`config.mk`:
```
export PLATFORM = sky130hd
export DESIGN_NAME = ledr_sequencer
export DESIGN_NICKNAME = d
export VERILOG_FILES = /design/src/rtl/ledr_pkg.sv /design/src/rtl/tick_divider.sv /design/src/rtl/ledr_sequencer.sv
export SDC_FILE = /design/constraint.sdc
export NUM_CORES = 1
export LEC_CHECK = 0
export BUFFER_PORTS_ARGS = -buffer_cell sky130_fd_sc_hd__buf_2
export CORE_MARGIN = 8
export CORE_UTILIZATION = 56
export DETAILED_ROUTE_END_ITERATION = 10
export PLACE_DENSITY = 0.77
export SYNTH_ARGS = -nofsm -noshare
export SYNTH_HDL_FRONTEND = slang
export SYNTH_SLANG_ARGS = --single-unit
```
`constraint.sdc`:
```
create_clock -name clk -period 8.7 [get_ports clk]
set_input_delay 1.74 -clock clk [delete_from_list [all_inputs] [get_ports clk]]
set_output_delay 1.74 -clock clk [all_outputs]
set_load 0.02 [all_outputs]
```
`src/rtl/ledr_pkg.sv`:
```
// ledr_pkg: LED patterns shared by ledr_driver and ledr_sequencer, plus the
// sequencer state type.
//   LEDR_0..LEDR_10 : binary counter phase (LEDR_n == n)
//   LEDR_1A..LEDR_ON: effect phase, 1A -> 1B -> 2A -> 2B -> 2C -> ON
//   seq_state_t     : sequencer FSM states
package ledr_pkg;

    localparam logic [9:0] LEDR_0  = 10'd0;
    localparam logic [9:0] LEDR_1  = 10'd1;
    localparam logic [9:0] LEDR_2  = 10'd2;
    localparam logic [9:0] LEDR_3  = 10'd3;
    localparam logic [9:0] LEDR_4  = 10'd4;
    localparam logic [9:0] LEDR_5  = 10'd5;
    localparam logic [9:0] LEDR_6  = 10'd6;
    localparam logic [9:0] LEDR_7  = 10'd7;
    localparam logic [9:0] LEDR_8  = 10'd8;
    localparam logic [9:0] LEDR_9  = 10'd9;
    localparam logic [9:0] LEDR_10 = 10'd10;

    localparam logic [9:0] LEDR_1A = 10'b1010101010;
    localparam logic [9:0] LEDR_1B = 10'b0101010101;
    localparam logic [9:0] LEDR_2A = 10'b1111100000;
    localparam logic [9:0] LEDR_2B = 10'b0000011111;
    localparam logic [9:0] LEDR_2C = 10'b1100110011;
    localparam logic [9:0] LEDR_ON = 10'b1111111111;

    typedef enum logic [2:0] {
        IDLE,
        RUN,
        PAUSE,
        CLEAR,
        DONE
    } seq_state_t;

endpackage

```
`src/rtl/tick_divider.sv`:
```
// tick_divider: programmable step-period counter.
//   clk, reset : clock, asynchronous active-low reset
//   run        : count enable (counter frozen when low)
//   clr        : synchronous clear, wins over run
//   period     : step period P in clk cycles (P >= 2)
//   tick       : high while running on the terminal count; counter wraps to 0
// The compare is ">=" so a period shrunk below the current count terminates
// on the next cycle instead of running the counter off the end.
module tick_divider #(
    parameter  int TICK_DIV = 25_000_000,
    localparam int CW       = (TICK_DIV > 1) ? $clog2(TICK_DIV) : 1,
    localparam int PW       = $clog2(TICK_DIV + 1)
) (
    input  logic          clk,
    input  logic          reset,
    input  logic          run,
    input  logic          clr,
    input  logic [PW-1:0] period,
    output logic          tick
);

    logic [CW-1:0] cnt;
    logic [PW-1:0] cnt_p1;

    assign cnt_p1 = PW'(cnt) + PW'(1);
    assign tick   = run && (cnt_p1 >= period);

    always_ff @(posedge clk or negedge reset) begin
        if (!reset)
            cnt <= '0;
        else if (clr)
            cnt <= '0;
        else if (run)
            cnt <= tick ? '0 : cnt + CW'(1);
    end

endmodule

```
`src/rtl/ledr_sequencer.sv`:
```
// ledr_sequencer: run/pause/step controller for ledr_driver.
//   clk, reset  : clock, asynchronous active-low reset
//   start       : IDLE/PAUSE -> RUN, DONE -> CLEAR
//   stop        : RUN -> PAUSE
//   step        : one driver step while paused
//   speed       : period select, P = max(2, TICK_DIV >> speed)
//   drv_out     : current driver output (looped back to drv_in)
//   drv_reset   : synchronous reset to the driver
//   drv_en      : one-cycle step strobe to the driver
//   drv_in      : pattern presented to the driver
//   busy, done  : in RUN / in DONE
//   loop_cnt    : completed effect loops
// All outputs are registered.
module ledr_sequencer
    import ledr_pkg::*;
#(
    parameter int TICK_DIV = 25_000_000,
    parameter int LOOPS    = 2
) (
    input  logic       clk,
    input  logic       reset,
    input  logic       start,
    input  logic       stop,
    input  logic       step,
    input  logic [1:0] speed,
    input  logic [9:0] drv_out,
    output logic       drv_reset,
    output logic       drv_en,
    output logic [9:0] drv_in,
    output logic       busy,
    output logic       done,
    output logic [3:0] loop_cnt
);

    localparam int PW = $clog2(TICK_DIV + 1);

    seq_state_t    state;
    logic [PW-1:0] period;
    logic          tick;
    logic          run_div;
    logic          clr_div;
    logic          loop_hit;
    logic          last_loop;

    // Floor of 2 keeps drv_in current at every strobe (one cycle for the
    // driver to update, one for the feedback register).
    always_comb begin
        period = PW'(TICK_DIV >> speed);
        if (period < PW'(2))
            period = PW'(2);
    end

    // Divider is frozen in PAUSE so a resume keeps its phase.
    assign run_div = (state == RUN);
    assign clr_div = (state == IDLE) || (state == CLEAR) || (state == DONE);

    tick_divider #(.TICK_DIV(TICK_DIV)) u_div (
        .clk    (clk),
        .reset  (reset),
        .run    (run_div),
        .clr    (clr_div),
        .period (period),
        .tick   (tick)
    );

    // A strobe on 2C is the step into ON, which closes one effect loop.
    // The counter phase never shows 2C so it never counts.
    assign loop_hit  = drv_en && (drv_in == LEDR_2C);
    assign last_loop = loop_hit && (loop_cnt == 4'(LOOPS - 1));

    always_ff @(posedge clk or negedge reset) begin
        if (!reset) begin
            state     <= IDLE;
            drv_reset <= 1'b1;
            drv_en    <= 1'b0;
            drv_in    <= LEDR_0;
            busy      <= 1'b0;
            done      <= 1'b0;
            loop_cnt  <= '0;
        end else begin
            drv_in <= drv_out;
            drv_en <= 1'b0;
            if (loop_hit)
                loop_cnt <= loop_cnt + 4'd1;

            case (state)
                IDLE: begin
                    if (start) begin
                        state     <= RUN;
                        drv_reset <= 1'b0;
                        busy      <= 1'b1;
                        loop_cnt  <= '0;
                    end
                end
                RUN: begin
                    if (last_loop) begin
                        state <= DONE;
                        busy  <= 1'b0;
                        done  <= 1'b1;
                    end else begin
                        // A stop on the terminal count still gets its strobe.
                        drv_en <= tick;
                        if (stop) begin
                            state <= PAUSE;
                            busy  <= 1'b0;
                        end
                    end
                end
                PAUSE: begin
                    if (last_loop) begin
                        state <= DONE;
                        done  <= 1'b1;
                    end else if (start) begin
                        state <= RUN;
                        busy  <= 1'b1;
                    end else begin
                        drv_en <= step;
                    end
                end
                CLEAR: begin
                    state     <= RUN;
                    drv_reset <= 1'b0;
                    busy      <= 1'b1;
                    loop_cnt  <= '0;
                end
                DONE: begin
                    if (start) begin
                        state     <= CLEAR;
                        drv_reset <= 1'b1;
                        done      <= 1'b0;
                        loop_cnt  <= '0;
                    end
                end
                default: begin
                    state     <= IDLE;
                    drv_reset <= 1'b1;
                    busy      <= 1'b0;
                    done      <= 1'b0;
                end
            endcase
        end
    end

endmodule

```
==> flow_metrics.env, run 1 <==
export IMPL_diodes=0
export IMPL_fmax_mhz=237
export IMPL_numCtsBuffers=5
export IMPL_leakage_nw=1.46
export IMPL_hold_viol_final=0
export IMPL_cp_max_fo=11
export IMPL_slowest_delay_ps=600
export IMPL_min_delay_start="u_div.cnt[20]"
export IMPL_period_needed_ps=4210
export IMPL_fin_setup_tns_ps=0
export IMPL_required_ps=8930
export IMPL_track_usage=0.176
export IMPL_die_x_um=87.3
export IMPL_rsz0062_at_grt="false"
export IMPL_synthArstFlopShare=1.00
export IMPL_synth_top_area_cell="dfrtp_1"
export IMPL_cts_max_level=2
export IMPL_finalCritPeriodShare=0.484
export IMPL_final_cell_mix="dfrtp_1 (45), buf_2 (34), nand2_1 (30)"
export IMPL_wirelength_um=6080
export IMPL_dp_hpwl_um=4500
export IMPL_slew_headroom=0.322
export IMPL_hold_path_depth=1
export IMPL_cts_resized=0
export IMPL_seq_area_sq_mm=0.00115
export IMPL_drc_errors=0
export IMPL_endpoint_kind="flip-flop"
export IMPL_synth_area_top_cells="dfrtp_1 (40%), ha_1 (11%), a32o_1 (7.4%)"
export IMPL_antenna_found_initial=0
export IMPL_total_power_mw=0.546
export IMPL_dieHeight_um=87.3
export IMPL_portBuffers=34
export IMPL_synth_cell_type_count=50
export IMPL_drv_slew=0
export IMPL_r2r_cells=14
export IMPL_ctsLongestPathBuffers=2
export IMPL_cp_depth=12
export IMPL_grt_ovfl_total=0
export IMPL_nNetsFinal=357
export IMPL_path_cells="buf_2, inv_1, nand2_1, inv_1, ha_1, a21oi_1, o21ai_0, a221o_1, a211o_1, nor2_1, buf_4, a32o_1"
export IMPL_gp_congestion=0.910
export IMPL_critical_path_top_delay_family="compound AO/OA/AOI/OAI gates"
export IMPL_synthFlopType="dfrtp_1"
export IMPL_fillers=420
export IMPL_cts_tree="done"
export IMPL_maxCapViolCount=0
export IMPL_r2r_start="u_div.cnt[0]"
export IMPL_clock_sinks=46
export IMPL_cp_common_cell="inv_1"
export IMPL_placed_cell_area_sq_mm=0.00306
export IMPL_start_util=0.568
export IMPL_yosysSeqAreaShare=0.405
export IMPL_cp_start_kind="input pin"
export IMPL_pin_count=35
export IMPL_ys_ff_latch=46
export IMPL_slowest_stage="nor2_1"
export IMPL_setup_viol_count_final=0
export IMPL_firstDrtPassIters=5
export IMPL_final_common_cell="dfrtp_1"
export IMPL_yosysTopAreaCellShare=0.395
export IMPL_ant_nets=0
export IMPL_grt_pass1_wl_um=10600
export IMPL_post_drt_wl_per_cell_um=15.7
export IMPL_min_path_type="flip-flop to flip-flop"
export IMPL_r2r_slack_ps=4590
export IMPL_synth_area_per_cell_sq_um=9.99
export IMPL_grt_max_degree=47
export IMPL_syn_area_sq_mm=0.00285
export IMPL_clk_pin_slew_ps=90
export IMPL_clk_insertion_delay_late_ps=300
export IMPL_status="finished clean"
export IMPL_final_area_sq_mm=0.00317
export IMPL_cts_hold_buffers=0
export IMPL_coreArea_sq_mm=0.00501
export IMPL_grt_pass1_vias=2226
export IMPL_syn2layout_area_growth_pct=11.5
export IMPL_drive_gt1_frac=0.168
export IMPL_powerDensity_mw_per_mm2=172
export IMPL_rows=26
export IMPL_syn_instance_count=285
export IMPL_worst_slew_pin_slew_ps=1020
export IMPL_cts_root_buffer="clkbuf_8"
export IMPL_via_count=2264
export IMPL_ys_warn_count=0
export IMPL_crit_arrival_ps=4440
export IMPL_drt_iter0_drc=140
export IMPL_synth_edff_count=0
export IMPL_via_per_inst=5.87
export IMPL_multi_input_area_sq_mm=0.00161
export IMPL_crit_type="input pin to flip-flop"
export IMPL_vdd_ir_drop_max_v=0.000140
export IMPL_dieArea_sq_mm=0.00762
export IMPL_postCtsSetupBuffers=0
export IMPL_cp_startpoint="speed[0]"
export IMPL_finClkSkew_ps=9.19
export IMPL_cp_num_buf_inv=4
## flip-flops by register name (all words and copies together) (netlist names)
signal	flops
drv_reset	1
done	1
drv_in	10
busy	1
loop_cnt	4
u_div.cnt	25
state	3
drv_en	1
## synthesized netlist by cell type (all sizes together) (4+ instances only)
library cell,n
xor2,7
o21ai,7
and2,4
nand2,30
a21oi,16
nand3,15
xnor2,19
buf,5
or3,4
a32o,21
ha,25
inv,10
and4,8
dfrtp,45
nand4,9
clkbuf,9
nor2,19
## cell type report
type                       instances  share of cell area
clock inverter                     3              0.0142
multi-input combinational        217               0.506
inverter                          10              0.0118
clock buffer                       5              0.0217
timing repair buffer              35              0.0560
sequential                        46               0.363
tap                               70              0.0276
## power breakdown
| part | leakage, nW | total, mW | switching [mW] | internal, mW |
|---|---|---|---|---|
| Clock | 0.0504 | 0.161 | 0.0753 | 0.0855 |
| Sequential | 0.602 | 0.251 | 0.0239 | 0.227 |
| Combinational | 0.812 | 0.134 | 0.0915 | 0.0422 |
## cells by family (layout without fill, tap and decap cells)
kind of cell             after synthesis  after routing  synth area share
AO/OA/AOI/OAI                         61             61             0.178
XOR/XNOR                              26             26            0.0800
adder cells (fa/ha/maj)               25             25             0.110
buffers and inverters                 24             53            0.0343
flip-flops                            46             46             0.405
multiplexers                           1              1           0.00352
other                                  1              3           0.00132
AND/OR/NAND/NOR                      101            101             0.189
## final timing paths
kind,end
hold / removal,u_div.cnt[20]
setup reg to reg,u_div.cnt[17]
hold reg to reg,u_div.cnt[20]
max in group asynchronous,drv_in[2]
min in group asynchronous,u_div.cnt[7]
setup / recovery,u_div.cnt[17]
## metrics by stage
stage	utilization	instances	setup slack (ps)	hold WS (ps)
after floorplan	-	287	4970	486
after global placement	0.611	378	4250	496
after detailed placement	0.611	378	4200	515
after CTS	0.634	386	4480	537
after global routing	0.634	386	4200	560
final	0.634	386	4490	532
## per-layer routing
metal	share of wire	global-route usage
met3	0.044	0.0443
met1	0.47	0.237
met4	0.0089	0.0469
met2	0.47	0.271
met5	0	0
(Power assumes the default switching activity.)
==> inputs of run 2 (changes only) <==
- CORE_UTILIZATION: 56 -> 53
- clock period: 8.7 -> 3.4 ns (I/O delays scaled with it)
==> run 2 against run 1 <==
Against the previous run:
- clock-buffer cell count is the same
- clock power grew 120%
- global-route usage grew 0.50 points
- combinational power grew to 3.0 times the previous value
- via count grew 7.3%
- flip-flop and latch count is the same
- critical path depth grew 2
- highest routed layer unchanged
==> flow_metrics.env, run 2 (same netlist as run 1, synthesis figures left out) <==
export IMPL_via_count=2429
export IMPL_top_register="u_div.cnt"
export IMPL_worst_slew_pin_slew_ps=994
export IMPL_period_needed_ps=3380
export IMPL_firstDrtPassIters=5
export IMPL_min_path_type="input pin to flip-flop"
export IMPL_top_regs="u_div.cnt: 25 flops, drv_in: 10 flops, loop_cnt: 4 flops"
export IMPL_slowest_stage="or3_4"
export IMPL_grt_ovfl_total=0
export IMPL_numCtsBuffers=5
export IMPL_vdd_ir_drop_max_v=0.000264
export IMPL_cp_start_kind="flip-flop"
export IMPL_crit_arrival_ps=3590
export IMPL_grt_pass1_vias=2505
export IMPL_die_x_um=89.3
export IMPL_start_util=0.554
export IMPL_fmax_mhz=296
export IMPL_multi_input_area_sq_mm=0.00170
export IMPL_wirelength_um=6790
export IMPL_drive_gt1_frac=0.289
export IMPL_coreArea_sq_mm=0.00514
export IMPL_cts_tree="done"
export IMPL_syn2layout_area_growth_pct=21.1
export IMPL_rsz0062_at_grt="true"
export IMPL_post_drt_wl_per_cell_um=16.5
export IMPL_pin_count=35
export IMPL_clk_insertion_delay_late_ps=310
export IMPL_slowest_delay_ps=420
export IMPL_endpoint_kind="flip-flop"
export IMPL_setup_viol_count_final=0
export IMPL_fin_hold_ws_ps=476
export IMPL_ctsLongestPathBuffers=2
export IMPL_fillers=419
export IMPL_clock_sinks=46
export IMPL_crit_type="flip-flop to flip-flop"
export IMPL_slew_headroom=0.337
export IMPL_gp_congestion=0.839
export IMPL_required_ps=3610
export IMPL_dp_hpwl_um=4860
export IMPL_finalCritPeriodShare=0.993
export IMPL_dieArea_sq_mm=0.00797
export IMPL_nNetsFinal=383
export IMPL_largest_register_ffs=25
export IMPL_drc_errors=0
export IMPL_hold_viol_final=0
export IMPL_ant_nets=0
export IMPL_drt_iter0_drc=147
export IMPL_rows=26
export IMPL_leakage_nw=1.63
export IMPL_antenna_found_initial=0
export IMPL_clk_pin_slew_ps=90
export IMPL_path_cells="and4_4, nand4_1, nor2_4, buf_6, nand3_2, xnor2_2, ha_1, a21oi_2, o21a_1, o221ai_1, a211o_1, buf_4, or3_4, o311ai_4"
export IMPL_cts_root_buffer="clkbuf_8"
export IMPL_seq_area_sq_mm=0.00115
export IMPL_drv_slew=0
export IMPL_via_per_inst=5.90
export IMPL_final_cell_mix="dfrtp_1 (45), buf_2 (34), nand2_1 (29)"
export IMPL_status="finished clean"
export IMPL_dieHeight_um=89.3
export IMPL_portBuffers=34
export IMPL_maxCapViolCount=0
export IMPL_powerDensity_mw_per_mm2=405
export IMPL_cp_max_fo=5
export IMPL_track_usage=0.181
export IMPL_finClkSkew_ps=12.1
export IMPL_cts_hold_buffers=0
export IMPL_grt_max_degree=47
export IMPL_final_common_cell="dfrtp_1"
export IMPL_grt_pass1_wl_um=11200
export IMPL_final_core_util=0.671
export IMPL_cts_max_level=2
export IMPL_diodes=0
-- run 2: cell count changes in the layout (fill, tap and decap cells not counted), sizes merged --
cell | previous run | this run
clkinvlp | 2 | 1
inv | 10 | 11
clkinv | 0 | 1
buf | 35 | 61
bufinv | 1 | 0
-- run 2: path summary, 6_finish.rpt --
kind,start,endpoint,slack (ps),cells past startpoint
max,u_div.cnt[12],u_div.cnt[13],20,14
min,drv_out[5],drv_in[5],480,1
max reg2reg,u_div.cnt[12],u_div.cnt[13],20,14
min reg2reg,u_div.cnt[24],u_div.cnt[24],530,1
max in group asynchronous,reset,u_div.cnt[16],2250,1
min in group asynchronous,reset,u_div.cnt[5],520,1
-- run 2: metal layers --
layer | wire length, um | GRT usage
met5 | 0 | 0
met4 | 103 | 0.0650
met3 | 420 | 0.0460
met2 | 3070 | 0.286
met1 | 3200 | 0.233
-- run 2: cell type report --
| class | count | area share |
|---|---|---|
| Inverter | 10 | 0.0109 |
| Sequential cell | 46 | 0.334 |
| Timing Repair Buffer | 61 | 0.109 |
| Clock buffer | 5 | 0.0200 |
| Tap cell | 70 | 0.0254 |
| Multi-Input combinational cell | 217 | 0.493 |
| Clock inverter | 3 | 0.00726 |
-- run 2: where the power goes --
part,switching (mW),total [mW],internal [mW]
Combinational,0.258,0.405,0.147
Clock,0.206,0.355,0.149
Sequential,0.0561,0.638,0.582
Total,0.520,1.40,0.878
-- run 2: what timing repair did --
item	CTS	global route
setup buffers	0	8
endpoints found under the setup margin	2	26
gates resized for setup	1	23
pin swaps	0	14
-- run 2: critical path, delay by kind of cell, from the launching register on --
| family | cells | cell delay, ps |
|---|---|---|
| flops | 1 | 410 |
| xor+xnor | 1 | 150 |
| simple gates | 5 | 1160 |
| compound gates | 5 | 930 |
| buf+inv | 2 | 290 |
| fa+ha+maj | 1 | 350 |
-- run 2: through the flow --
step | total power [mW] | TNS, ps | instances | instance area [sq um] | worst slack, ps
6_report | 1.40 | 0 | 412 | 3450 | 23.1
3_5_place_dp | 1.03 | -68.8 | 396 | 3200 | -34.8
3_3_place_gp | 1.02 | 0 | 396 | 3200 | 20.0
4_1_cts | 1.39 | 0 | 404 | 3300 | 27.4
5_1_grt | 1.48 | -563 | 412 | 3450 | -105
2_1_floorplan | 0.908 | 0 | 287 | 2860 | 140
